<file path="config.mk">
export PLATFORM = sky130hd
export DESIGN_NAME = sort_sequencer
export DESIGN_NICKNAME = d
export VERILOG_FILES = /design/src/rtl/sort_sequencer.sv
export SDC_FILE = /design/constraint.sdc
export NUM_CORES = 1
export LEC_CHECK = 0
export ABC_AREA = 1
export BUFFER_PORTS_ARGS = -buffer_cell sky130_fd_sc_hd__buf_4
export CAP_MARGIN = 15
export CELL_PAD_IN_SITES_DETAIL_PLACEMENT = 0
export CELL_PAD_IN_SITES_GLOBAL_PLACEMENT = 2
export CORE_MARGIN = 8
export CORE_UTILIZATION = 29
export CTS_BUF_LIST = sky130_fd_sc_hd__clkbuf_16
export CTS_CLUSTER_DIAMETER = 50
export CTS_CLUSTER_SIZE = 30
export DETAILED_ROUTE_END_ITERATION = 10
export PLACE_DENSITY_LB_ADDON = 0.1
export SLEW_MARGIN = 20
export SYNTH_ARGS = -nofsm -noshare
export SYNTH_HDL_FRONTEND = slang
export SYNTH_SLANG_ARGS = --single-unit
</file>
<file path="constraint.sdc">
create_clock -name clk -period 1.48 [get_ports clk]
set_input_delay 0 -clock clk [delete_from_list [all_inputs] [get_ports clk]]
set_output_delay 0 -clock clk [all_outputs]
set_load 0.02 [all_outputs]
</file>
<file path="src/rtl/sort_sequencer.sv">
// Launch/complete sequencer for a sort stage followed by an unsort stage.
// It masks stale done levels and flags a timeout when a phase overruns.
module sort_sequencer #(
  parameter int unsigned SIZE        = 4,
  parameter int unsigned MIN_PHASE   = SIZE + 2,
  parameter int unsigned TIMEOUT     = 4 * SIZE + 8,
  parameter int unsigned COUNT_WIDTH = 16
) (
  input  logic                   clk,
  input  logic                   reset,
  input  logic                   in_valid,
  output logic                   in_ready,
  output logic                   sort_start,
  input  logic                   sort_done,
  output logic                   unsort_start,
  input  logic                   unsort_done,
  output logic                   out_valid,
  input  logic                   out_ready,
  input  logic                   err_clear,
  output logic                   busy,
  output logic                   timeout_err,
  output logic                   err_phase,
  output logic [COUNT_WIDTH-1:0] frame_count,
  output logic [2:0]             state_dbg
);

  localparam int unsigned PHASE_W = $clog2(TIMEOUT + 1);

  typedef enum logic [2:0] {
    IDLE       = 3'd0,
    SORT_RUN   = 3'd1,
    UNSORT_RUN = 3'd2,
    OUTPUT     = 3'd3,
    ERROR      = 3'd4
  } state_t;

  state_t                 state, state_next;
  logic [PHASE_W-1:0]     phase_cnt, phase_cnt_next;
  logic                   sort_start_next, unsort_start_next, out_valid_next;
  logic                   timeout_err_next, err_phase_next;
  logic [COUNT_WIDTH-1:0] frame_count_next;
  logic                   sort_ok, unsort_ok, timed_out, accept;

  // Done levels are only trusted once the phase has run long enough to clear stale highs
  assign sort_ok   = sort_done   && (phase_cnt >= PHASE_W'(MIN_PHASE));
  assign unsort_ok = unsort_done && (phase_cnt >= PHASE_W'(MIN_PHASE));
  assign timed_out = (phase_cnt == PHASE_W'(TIMEOUT));

  assign in_ready  = !reset && ((state == IDLE) || ((state == OUTPUT) && out_ready));
  assign accept    = in_valid && in_ready;
  assign busy      = (state != IDLE);
  assign state_dbg = state;

  always_comb begin
    state_next        = state;
    phase_cnt_next    = phase_cnt;
    sort_start_next   = 1'b0;
    unsort_start_next = 1'b0;
    timeout_err_next  = timeout_err;
    err_phase_next    = err_phase;
    frame_count_next  = frame_count;
    case (state)
      IDLE: begin
        if (accept) begin
          state_next      = SORT_RUN;
          phase_cnt_next  = '0;
          sort_start_next = 1'b1;
        end
      end
      SORT_RUN: begin
        phase_cnt_next = timed_out ? phase_cnt : phase_cnt + PHASE_W'(1);
        if (sort_ok) begin
          state_next        = UNSORT_RUN;
          phase_cnt_next    = '0;
          unsort_start_next = 1'b1;
        end else if (timed_out) begin
          state_next       = ERROR;
          timeout_err_next = 1'b1;
          err_phase_next   = 1'b0;
        end
      end
      UNSORT_RUN: begin
        phase_cnt_next = timed_out ? phase_cnt : phase_cnt + PHASE_W'(1);
        if (unsort_ok) begin
          state_next = OUTPUT;
        end else if (timed_out) begin
          state_next       = ERROR;
          timeout_err_next = 1'b1;
          err_phase_next   = 1'b1;
        end
      end
      OUTPUT: begin
        if (out_ready) begin
          frame_count_next = frame_count + COUNT_WIDTH'(1);
          if (in_valid) begin
            state_next      = SORT_RUN;
            phase_cnt_next  = '0;
            sort_start_next = 1'b1;
          end else begin
            state_next = IDLE;
          end
        end
      end
      ERROR: begin
        if (err_clear) begin
          state_next       = IDLE;
          timeout_err_next = 1'b0;
        end
      end
      default: state_next = IDLE;
    endcase
    out_valid_next = (state_next == OUTPUT);
  end

  always_ff @(posedge clk) begin
    if (reset) begin
      state        <= IDLE;
      phase_cnt    <= '0;
      sort_start   <= 1'b0;
      unsort_start <= 1'b0;
      out_valid    <= 1'b0;
      timeout_err  <= 1'b0;
      err_phase    <= 1'b0;
      frame_count  <= '0;
    end else begin
      state        <= state_next;
      phase_cnt    <= phase_cnt_next;
      sort_start   <= sort_start_next;
      unsort_start <= unsort_start_next;
      out_valid    <= out_valid_next;
      timeout_err  <= timeout_err_next;
      err_phase    <= err_phase_next;
      frame_count  <= frame_count_next;
    end
  end

endmodule

</file>
==> results of run 1 <==
==> cell type report <==
cell class / count / area [µm²]
Fill cell: 623 / 3390
Clock buffer: 5 / 125
Clock inverter: 3 / 11.3
Tap cell: 75 / 93.8
Multi-Input combinational cell: 199 / 1080
Sequential cell: 29 / 589
Timing Repair Buffer: 57 / 430
Inverter: 34 / 130
==> kinds of logic (layout without fill, tap and decap cells) <==
| group | Yosys count | in the layout | synth area share, % |
|---|---|---|---|
| DFF | 29 | 29 | 33.6 |
| xor gates and xnor gates | 3 | 3 | 1.52 |
| and+or+nand+nor | 155 | 155 | 41.6 |
| AOI/OAI and AO/OA | 37 | 37 | 11.8 |
| adders and majority gates | 4 | 4 | 2.89 |
| buffers and inverters | 38 | 99 | 8.60 |
==> worst max-delay path by stage <==
stage	cells past startpoint	startpoint	slack, ns	end
finish	7	state_dbg[1]	0.06	in_ready
global route	9	frame_count[1]	-0.02	frame_count[14]
global placement	9	phase_cnt[0]	-0.07	state_dbg[0]
CTS	8	frame_count[0]	0.02	frame_count[10]
floorplan	6	state_dbg[0]	0.04	sort_start
detailed placement	9	phase_cnt[0]	-0.07	state_dbg[0]
==> registers in the layout, summed over array words and instances, names as in the netlist <==
register / cells
state_dbg: 3
sort_start: 1
out_valid: 1
phase_cnt: 5
unsort_start: 1
timeout_err: 1
err_phase: 1
frame_count: 16
==> metrics by stage <==
stage	TNS (ns)	hold WS, ns	power, µW
2_1_floorplan	0	0.127	862
3_3_place_gp	-0.195	0.253	909
3_5_place_dp	-0.191	0.246	908
4_1_cts	0	0.0565	1890
5_1_grt	-0.0361	0.0313	1930
6_report	0	0.0214	1860
==> cells in the mapped netlist, drive strengths merged, types with 3 or more instances <==
cell type / instances / area share, %
a21oi: 23 / 7.1
buf: 3 / 1.0
dfxtp: 29 / 34
ha: 4 / 2.9
inv: 34 / 7.4
nand2: 80 / 18
nand3: 29 / 9.0
nand4: 8 / 3.8
nor2: 34 / 9.3
o21ai: 12 / 3.7
xnor2: 3 / 1.5
==> cell usage in the layout (no fill, tap or decap), drive strengths merged <==
cell	synthesis	layout
buf	3	56
dfxtp	29	29
xnor2	3	3
dlygate4sd3	0	1
clkbuf	1	5
o21bai	1	1
a21oi	23	23
and2	1	1
o21ai	12	12
a31oi	1	1
nand3	29	29
nor3	1	1
inv	34	37
nand4	8	8
nor2	34	34
nand2	80	80
nand3b	1	1
ha	4	4
and3	1	1
==> metal layers <==
layer  wire, µm  vias up  global-route usage [%]
met1       2750      853                    17.3
met4         93        0                    5.64
met3        219        7                    3.61
met5          0        -                       0
li1           -      979                       -
met2       2180       34                    17.1
==> power groups by stage <==
stage          registers, µW  logic [µW]  clock network [µW]
2_1_floorplan            810        51.5                   0
5_1_grt                  789         119                1020
4_1_cts                  790         104                 997
6_report                 790         108                 960
3_5_place_dp             806         102                   0
3_3_place_gp             807         102                   0
==> critical path: cells and delay by family (launching register included) <==
family | cells | cell delay, ns
DFF | 1 | 0.33
buffers and inverters | 4 | 0.45
and+or+nand+nor | 2 | 0.21
AOI/OAI and AO/OA | 1 | 0.15
==> timing repair <==
action	in CTS	in global routing
hold buffers	1	0
endpoints found under the setup margin	7	20
hold endpoints to repair	1	0
buffers inserted	0	4
gates resized for setup	5	25
pin swaps	0	3
==> metrics.md, run 1 <==
| Metric | Value |
|---|---|
| Worst stage delay on the critical path | 0.33 ns |
| Leak | around 0.0011 µW |
| Synthesis-stage register bit count | 29 |
| Reg2reg start | frame_count[1] |
| WHS Path Cells | 3 |
| Net count after synthesis | 277 |
| Vias/cell | approximately 4.7 |
| Clk pwr share | between 50 and 60% |
| Area growth syn-to-layout | 42.3% |
| Drt first pass iters | 4 |
| Post-Layout Cell Count | 402 |
| Die area | 8690 µm² |
| Hold Path Class | in -> reg |
| Vias in the first global route | 1721 |
| Reg clk slew, reported paths | 0.05 ns |
| WHS Endpoint | unsort_start |
| Fmax | between 700 and 800 MHz |
| Post-Syn Instances | 266 |
| Share of cells above drive strength 1 | 30.9% |
| CTS Buf Count | 5 |
| Final ANT Viol Nets | 0 |
| Nets | 337 |
| Slowest stage cell, crit path | dfxtp_2 |
| Place WS | -0.0736 ns |
| Die height | 93.2 µm |
| CP Max Fanout | 4 |
| Final WS setup | about 0.055 ns |
| Synth warn | 0 |
| Worst-Skew Late Latency | 0.28 ns |
| Final setup fails | 0 |
| Drt wl/cell | about 13 µm |
| Routed wire length | between 5 and 6 mm |
| Grt total ovfl | 0 |
| Pin count of the biggest net entering global routing | 20 |
| CP Data Required Time | 1.48 ns |
| Seq/Total Area, Yosys | about a third |
| Vias | between 1500 and 2000 |
| Worst-Margin Slew | 0.264 ns |
| Most used DFF post-synth | dfxtp_1 |
| TritonCTS clock tree | done |
| Chip Width | 93.2 µm |
| Min cycle time layout | 1.42 ns |
| # rows | 28 |
| Avg Synthesized Cell Area | 6.51 µm² |
| Post-synthesis cell area | 1730 µm² |
| Max Slew Vio Count | 0 |
| Final Cycle Share | 96.3% |
| Worst R2R End | frame_count[14] |
| First-pass GRT wire length | around 8.5 mm |
| CP Cell Sequence | buf_4 > inv_1 > nand2_1 > nor2_2 > inv_1 > a21oi_2 > buf_4 |
| Routability cong. | 0.767 |
| Kind of critical path | reg -> out |
| Ys async rst share | 0% |
| Internal | 1430 µW |
| Pwr/cell area | 755 nW/µm² |
| Design Area, Final | ~2500 µm² |
| Placeable Area | 5850 µm² |
| Count of cell types in the netlist | 29 |
| Clock sink count | 29 |
| Initial antenna violation count | 0 |
| I/O pin total | 33 |
| Drt initial violations | between 50 and 60 |
| Max_cap viols | 0 |
| Sequential Power Share | between 40% and 50% |
| Placed instance area | 2190 µm² |
| Global Route Usage Sum | 12.4% |
| Final routed DRC violation total | 0 |
| Root Buffer | clkbuf_16 |
| Endpoint class of the critical path | primary output |
| Arrival time worst endpoint | 1.42 ns |
| HP Start | sort_done |
| R2R depth | 9 |
| Clock Tree Buf Depth | 2 |
| Sw Share | 23.0% |
| Register-to-register setup slack | 0.11 ns |
| Hold Fails Final Rpt | 0 |
| Initial core utilization | roughly 30% |
| Number of synthesized flops with an enable pin | 0 |
| Final Util | a little over two fifths |
| Placed cells | approximately 390 |
| Antenna cells | 0 |
| Clock skew | between 0.005 and 0.006 ns |
| Critical Path Source Type | flip-flop |
| Input/output buffers | 32 |
| Status | complete, no violations |
| Switching power | roughly 430 µW |
| HPWL Detailed | approximately 3.8 mm |
| Combinational fraction of design power | 5.8% |
| Peak supply drop | about 0.51 mV |
| Slew HR | 82.4% |
| CTS HTree Levels | 2 |
Note: power is estimated with default switching activity, not from simulation.
==> run 2, diff against run 1 <==
--- a/config.mk
+++ b/config.mk
@@ -8,10 +8,10 @@
 export ABC_AREA = 1
 export BUFFER_PORTS_ARGS = -buffer_cell sky130_fd_sc_hd__buf_4
 export CAP_MARGIN = 15
-export CELL_PAD_IN_SITES_DETAIL_PLACEMENT = 0
-export CELL_PAD_IN_SITES_GLOBAL_PLACEMENT = 2
+export CELL_PAD_IN_SITES_DETAIL_PLACEMENT = 1
+export CELL_PAD_IN_SITES_GLOBAL_PLACEMENT = 1
 export CORE_MARGIN = 8
-export CORE_UTILIZATION = 29
+export CORE_UTILIZATION = 38
 export CTS_BUF_LIST = sky130_fd_sc_hd__clkbuf_16
 export CTS_CLUSTER_DIAMETER = 50
 export CTS_CLUSTER_SIZE = 30
==> run 2 against run 1 <==
Against the previous run: sequential cell count did not move; worst setup slack improved by 0.030 ns; register-to-register slack got worse by 0.02 ns; sequential share of layout area rose by 0.73 points; utilization rose by 12 points; worst hold slack got worse by 0.0020 ns; combinational power barely moved; clock skew rose by 0.0022 ns; critical path depth rose by 2; cell area fell by 3.2%; first-iteration DRC count rose by 7.0%; critical path type is now reg -> reg; largest power group unchanged.
==> metrics.md, run 2 (synthesized netlist as in run 1, its figures left out) <==
| Metric | Value |
|---|---|
| Area growth syn-to-layout | 37.8% |
| Worst R2R End | phase_cnt[4] |
| Clock skew | 0.00787 ns |
| Worst-Skew Late Latency | 0.27 ns |
| HPWL Detailed | 4.06 mm |
| CP Data Required Time | 1.69 ns |
| # rows | 24 |
| Grt total ovfl | 0 |
| Most common cell after layout, fill and taps aside | nand2_1 |
| Chip Width | 83.5 µm |
| Root Buffer | clkbuf_16 |
| Placed instance area | ~2100 µm² |
| Pin count of the biggest net entering global routing | 20 |
| Nets | 329 |
| Status | complete, no violations |
| Antenna cells | 0 |
| Kind of critical path | reg -> reg |
| Top layer in use | met4 |
| Critical Path Source Type | flip-flop |
| Design Area, Final | 2380 µm² |
| Die height | 83.5 µm |
| WHS Endpoint | unsort_start |
| Placeable Area | 4380 µm² |
| Routed wire length | 5.42 mm |
| Place WS | -0.0819 ns |
| Commonest non-fill, non-tap cells in the layout | nand2_1 (73), buf_4 (48), inv_1 (32) |
| Vias/cell | between 5 and 6 |
| Worst-Margin Slew | about 0.26 ns |
| DRT met1 WL | 2.51 mm |
| Drt wl/cell | 14.6 µm |
| Final ANT Viol Nets | 0 |
| Reg2reg start | phase_cnt[0] |
| Leak | 0.00105 µW |
| Die area | 6970 µm² |
| Share of cells above drive strength 1 | 30.7% |
| Routed met3 length | 259 µm |
| Max Slew Vio Count | 0 |
| Reg clk slew, reported paths | 0.05 ns |
| Vias in the first global route | about 2000 |
| CP Max Fanout | 5 |
| Fin Hold WS | 0.0195 ns |
| Pwr/cell area | 777 nW/µm² |
| Hold Fails Final Rpt | 0 |
| Endpoint class of the critical path | flip-flop |
| Arrival time worst endpoint | 1.60 ns |
| Routability cong. | 0.798 |
| Final WS setup | about 0.085 ns |
| Min cycle time layout | 1.39 ns |
| Final Cycle Share | 94.3% |
| Final setup fails | 0 |
| Max_cap viols | 0 |
| Vias | 1889 |
| Largest register FFs | 16 |
| I/O pin total | 33 |
| HP Start | sort_done |
| Final Util | 54.4% |
| R2R depth | 9 |
| TritonCTS clock tree | done |
| WHS Path Cells | 3 |
| Drt first pass iters | 4 |
| Clock sink count | 29 |
| Largest Register | frame_count |
| Register-to-register setup slack | 0.09 ns |
| Initial antenna violation count | 0 |
| Setup TNS | 0 ns |
| Fmax | slightly above 700 MHz |
| Slew HR | 82.6% |
| Clock Tree Buf Depth | 2 |
| Input/output buffers | 32 |
| Drt initial violations | 61 |
| CTS Buf Count | 5 |
| CTS HTree Levels | 2 |
| Hold Path Class | in -> reg |
| Peak supply drop | 0.430 mV |
| Final routed DRC violation total | 0 |
| Global Route Usage Sum | 16.2% |
| First-pass GRT wire length | 9.36 mm |
| Initial core utilization | approximately two fifths |
| Routed wl met2 | 2.58 mm |
[run 2: how the worst max path moves through the flow]
stage / startpoint / end / slack, ns / cells past startpoint
finish: phase_cnt[0] / phase_cnt[4] / 0.09 / 9
global route: frame_count[4] / frame_count[13] / -0.009 / 7
CTS: state_dbg[0] / in_ready / 0.003 / 6
detailed placement: phase_cnt[0] / state_dbg[0] / -0.08 / 9
global placement: phase_cnt[0] / state_dbg[0] / -0.08 / 9
floorplan: state_dbg[0] / sort_start / 0.04 / 6
[run 2: report_power, final]
group | internal, µW | switching, µW
registers | 787 | 4.97
clock network | 603 | 350
logic | 41.1 | 68.1
total | 1430 | 423
[run 2: area by class of cell]
type                            instances  area [µm²]
Inverter                               34         130
Sequential cell                        29         588
Multi-Input combinational cell        199        1090
Fill cell                             586        2000
Tap cell                               52        65.1
Timing Repair Buffer                   49         370
Clock buffer                            5         125
Clock inverter                          3        11.3
[run 2: worst max-delay path, stage by stage (launching register included)]
cell and delay (ns):
dfxtp_2 0.35, inv_4 0.05, ha_1 0.20, nand2_2 0.09, nand3_4 0.12, nand2_4 0.11, nand2_1 0.07, nand2_2 0.13
nand2_1 0.08, a21oi_2 0.12
[run 2: through the flow]
stage	cells	power, µW
6_report	371	1850
3_5_place_dp	361	909
3_3_place_gp	361	906
2_1_floorplan	266	862
4_1_cts	370	1870
5_1_grt	371	1920
[run 2: per-layer routing]
layer  vias up  GRT usage (%)
met5         -              0
met4         0           5.97
met3         6           5.37
met2        34           26.7
met1       889           18.9
li1        960              -
[run 2: what timing repair did]
item                                    4_1_cts  5_1_grt
setup buffers                                 0        1
pin swaps                                     0        4
hold buffers                                  1        0
endpoints found under the hold margin         1        0
resized for setup                             7       27
endpoints found under the setup margin        6       20
==> run 3, diff against run 2 <==
--- a/config.mk
+++ b/config.mk
@@ -8,7 +8,7 @@
 export ABC_AREA = 1
 export BUFFER_PORTS_ARGS = -buffer_cell sky130_fd_sc_hd__buf_4
 export CAP_MARGIN = 15
-export CELL_PAD_IN_SITES_DETAIL_PLACEMENT = 1
+export CELL_PAD_IN_SITES_DETAIL_PLACEMENT = 0
 export CELL_PAD_IN_SITES_GLOBAL_PLACEMENT = 1
 export CORE_MARGIN = 8
 export CORE_UTILIZATION = 38
==> run 3 against run 2 <==
Against the previous run: critical path depth is 2 lower; first-iteration DRC count is 26% higher; fmax is 0.74% higher; via count is 3.9% lower; non-clock buffer count is 1 lower; worst setup slack better by 0.010 ns; cell area is 2.0% lower; sequential share of layout area is 0.57 points higher; sequential power hardly changed; clock power is 2% lower; clock-buffer cell count stayed put; critical path type unchanged; largest cell class unchanged.
==> metrics.md, run 3 (synthesized netlist as in run 1, its figures left out) <==
| Metric | Value |
|---|---|
| WHS Path Cells | 3 |
| Worst-Margin Slew | 0.260 ns |
| Max_cap viols | 0 |
| Fmax | ~720 MHz |
| Min cycle time layout | about 1.4 ns |
| Arrival time worst endpoint | 1.53 ns |
| Largest Register | frame_count |
| Worst R2R End | frame_count[15] |
| Pwr/cell area | 784 nW/µm² |
| TritonCTS clock tree | done |
| R2R depth | 7 |
| Final ANT Viol Nets | 0 |
| Die area | roughly 7000 µm² |
| Setup Fix Bufs, Post-CTS | 0 |
| CP Max Fanout | 5 |
| Max Slew Vio Count | 0 |
| Placeable Area | ~4400 µm² |
| I/O pin total | 33 |
| Clock Tree Buf Depth | 2 |
| Share of cells above drive strength 1 | between 20 and 30% |
| Final Util | 53.3% |
| CP Data Required Time | approximately 1.6 ns |
| Vias | 1816 |
| Vias/cell | about 4.9 |
| Status | complete, no violations |
| Routability cong. | ~0.8 |
| Clock sink count | 29 |
| Peak supply drop | 0.397 mV |
| Largest register FFs | 16 |
| Most common cell after layout, fill and taps aside | nand2_1 |
| Final routed DRC violation total | 0 |
| CTS HTree Levels | 2 |
| Kind of critical path | reg -> reg |
| Placed cells | 361 |
| Fill cells | 454 |
| Pin count of the biggest net entering global routing | 20 |
| HP Start | sort_done |
| Post-Layout Cell Count | 370 |
| Drt first pass iters | 5 |
| Initial antenna violation count | 0 |
| Clock skew | approximately 0.0021 ns |
| Final Cycle Share | 93.6% |
| Hold Fails Final Rpt | 0 |
| Critical Path Source Type | flip-flop |
| # rows | 24 |
| Reg clk slew, reported paths | 0.05 ns |
| Global Route Usage Sum | between 10% and 20% |
| Hold Path Class | in -> reg |
| Nets | 328 |
| Vias in the first global route | 1649 |
| Drt wl/cell | 12.5 µm |
| Grt total ovfl | 0 |
| Endpoint class of the critical path | flip-flop |
| Routed wire length | about 4.6 mm |
| Reg2reg start | frame_count[4] |
| Register-to-register setup slack | 0.1 ns |
| Commonest non-fill, non-tap cells in the layout | nand2_1 (75), buf_4 (47), inv_1 (32), nor2_1 (26) |
| Drt initial violations | 77 |
| RSZ-0062 raised after global routing | yes |
| Slew HR | 82.7% |
| Area growth syn-to-layout | 35.0% |
| CTS Buf Count | 5 |
| Worst-Skew Late Latency | 0.27 ns |
| Chip Width | 83.5 µm |
| Root Buffer | clkbuf_16 |
| Die height | ~83 µm |
| WHS Endpoint | unsort_start |
| First-pass GRT wire length | 7.98 mm |
| HPWL Detailed | 3.48 mm |
| Leak | 0.00103 µW |
| Antenna cells | 0 |
| Input/output buffers | 32 |
| Initial core utilization | between 30% and 40% |
| Final setup fails | 0 |
==> run 3: cell count changes in the layout (fill, tap and decap cells not counted), moves of 2 or more <==
cell	delta
nor2_2	-2
nand2_1	+2
dfxtp_2	-2
nor2_1	+3
==> run 3: stage by stage <==
| stage | setup WS [ns] | cell area [µm²] | total power [µW] | TNS (ns) | hold slack [ns] |
|---|---|---|---|---|---|
| final | 0.0953 | 2340 | 1830 | 0 | 0.0230 |
| after global routing | -0.0240 | 2340 | 1910 | -0.0728 | 0.0281 |
| after CTS | 0.0112 | 2290 | 1860 | 0 | 0.0537 |
| after detailed placement | -0.0843 | 2130 | 906 | -0.189 | 0.245 |
| after global placement | -0.0811 | 2130 | 906 | -0.198 | 0.249 |
| after floorplan | 0.0380 | 1730 | 862 | 0 | 0.127 |
==> run 3: worst max path at each step <==
stage                         from              end  slack [ns]
finish              frame_count[4]  frame_count[15]         0.1
global route        frame_count[1]  frame_count[10]       -0.02
CTS                   phase_cnt[1]     phase_cnt[2]        0.01
detailed placement    phase_cnt[0]     state_dbg[0]       -0.08
global placement      phase_cnt[0]     state_dbg[0]       -0.08
floorplan             state_dbg[0]       sort_start        0.04
==> run 3: layer usage <==
layer / track usage [%] / up-vias / wire length (µm)
met5: 0 / - / 0
met4: 5.18 / 0 / 61
met3: 4.59 / 6 / 244
met2: 19.5 / 33 / 1950
met1: 18.1 / 812 / 2350
li1: - / 965 / -
==> run 3: cell type report <==
type | instances | area, µm² | share of cell area [%]
timing repair buffer | 48 | 363 | 15.5
sequential | 29 | 589 | 25.2
clock buffer | 5 | 125 | 5.36
multi-input combinational | 199 | 1050 | 45.2
tap | 52 | 65.1 | 2.79
clock inverter | 3 | 11.3 | 0.482
inverter | 34 | 128 | 5.46
==> run 3: what timing repair did <==
item                                    CTS  global route
pin swaps                                 0             1
resized for setup                         3            20
endpoints found under the setup margin    4            15
hold endpoints to repair                  1             0
hold buffers                              1             0
gates cloned                              0             0
==> run 3: power by group <==
| group | internal (µW) | total [µW] | switching (µW) |
|---|---|---|---|
| Combinational | 40.3 | 105 | 64.5 |
| Sequential | 786 | 790 | 4.41 |
| Clock | 602 | 936 | 333 |
==> run 3: worst max-delay path, cell delays in order (launching register included) <==
cell and delay (ns):
dfxtp_1 0.39, nand2_1 0.18, nor2_1 0.21, nand2_1 0.13, o21ai_0 0.18, nand2_1 0.07
nand2_1 0.06, a21oi_1 0.05
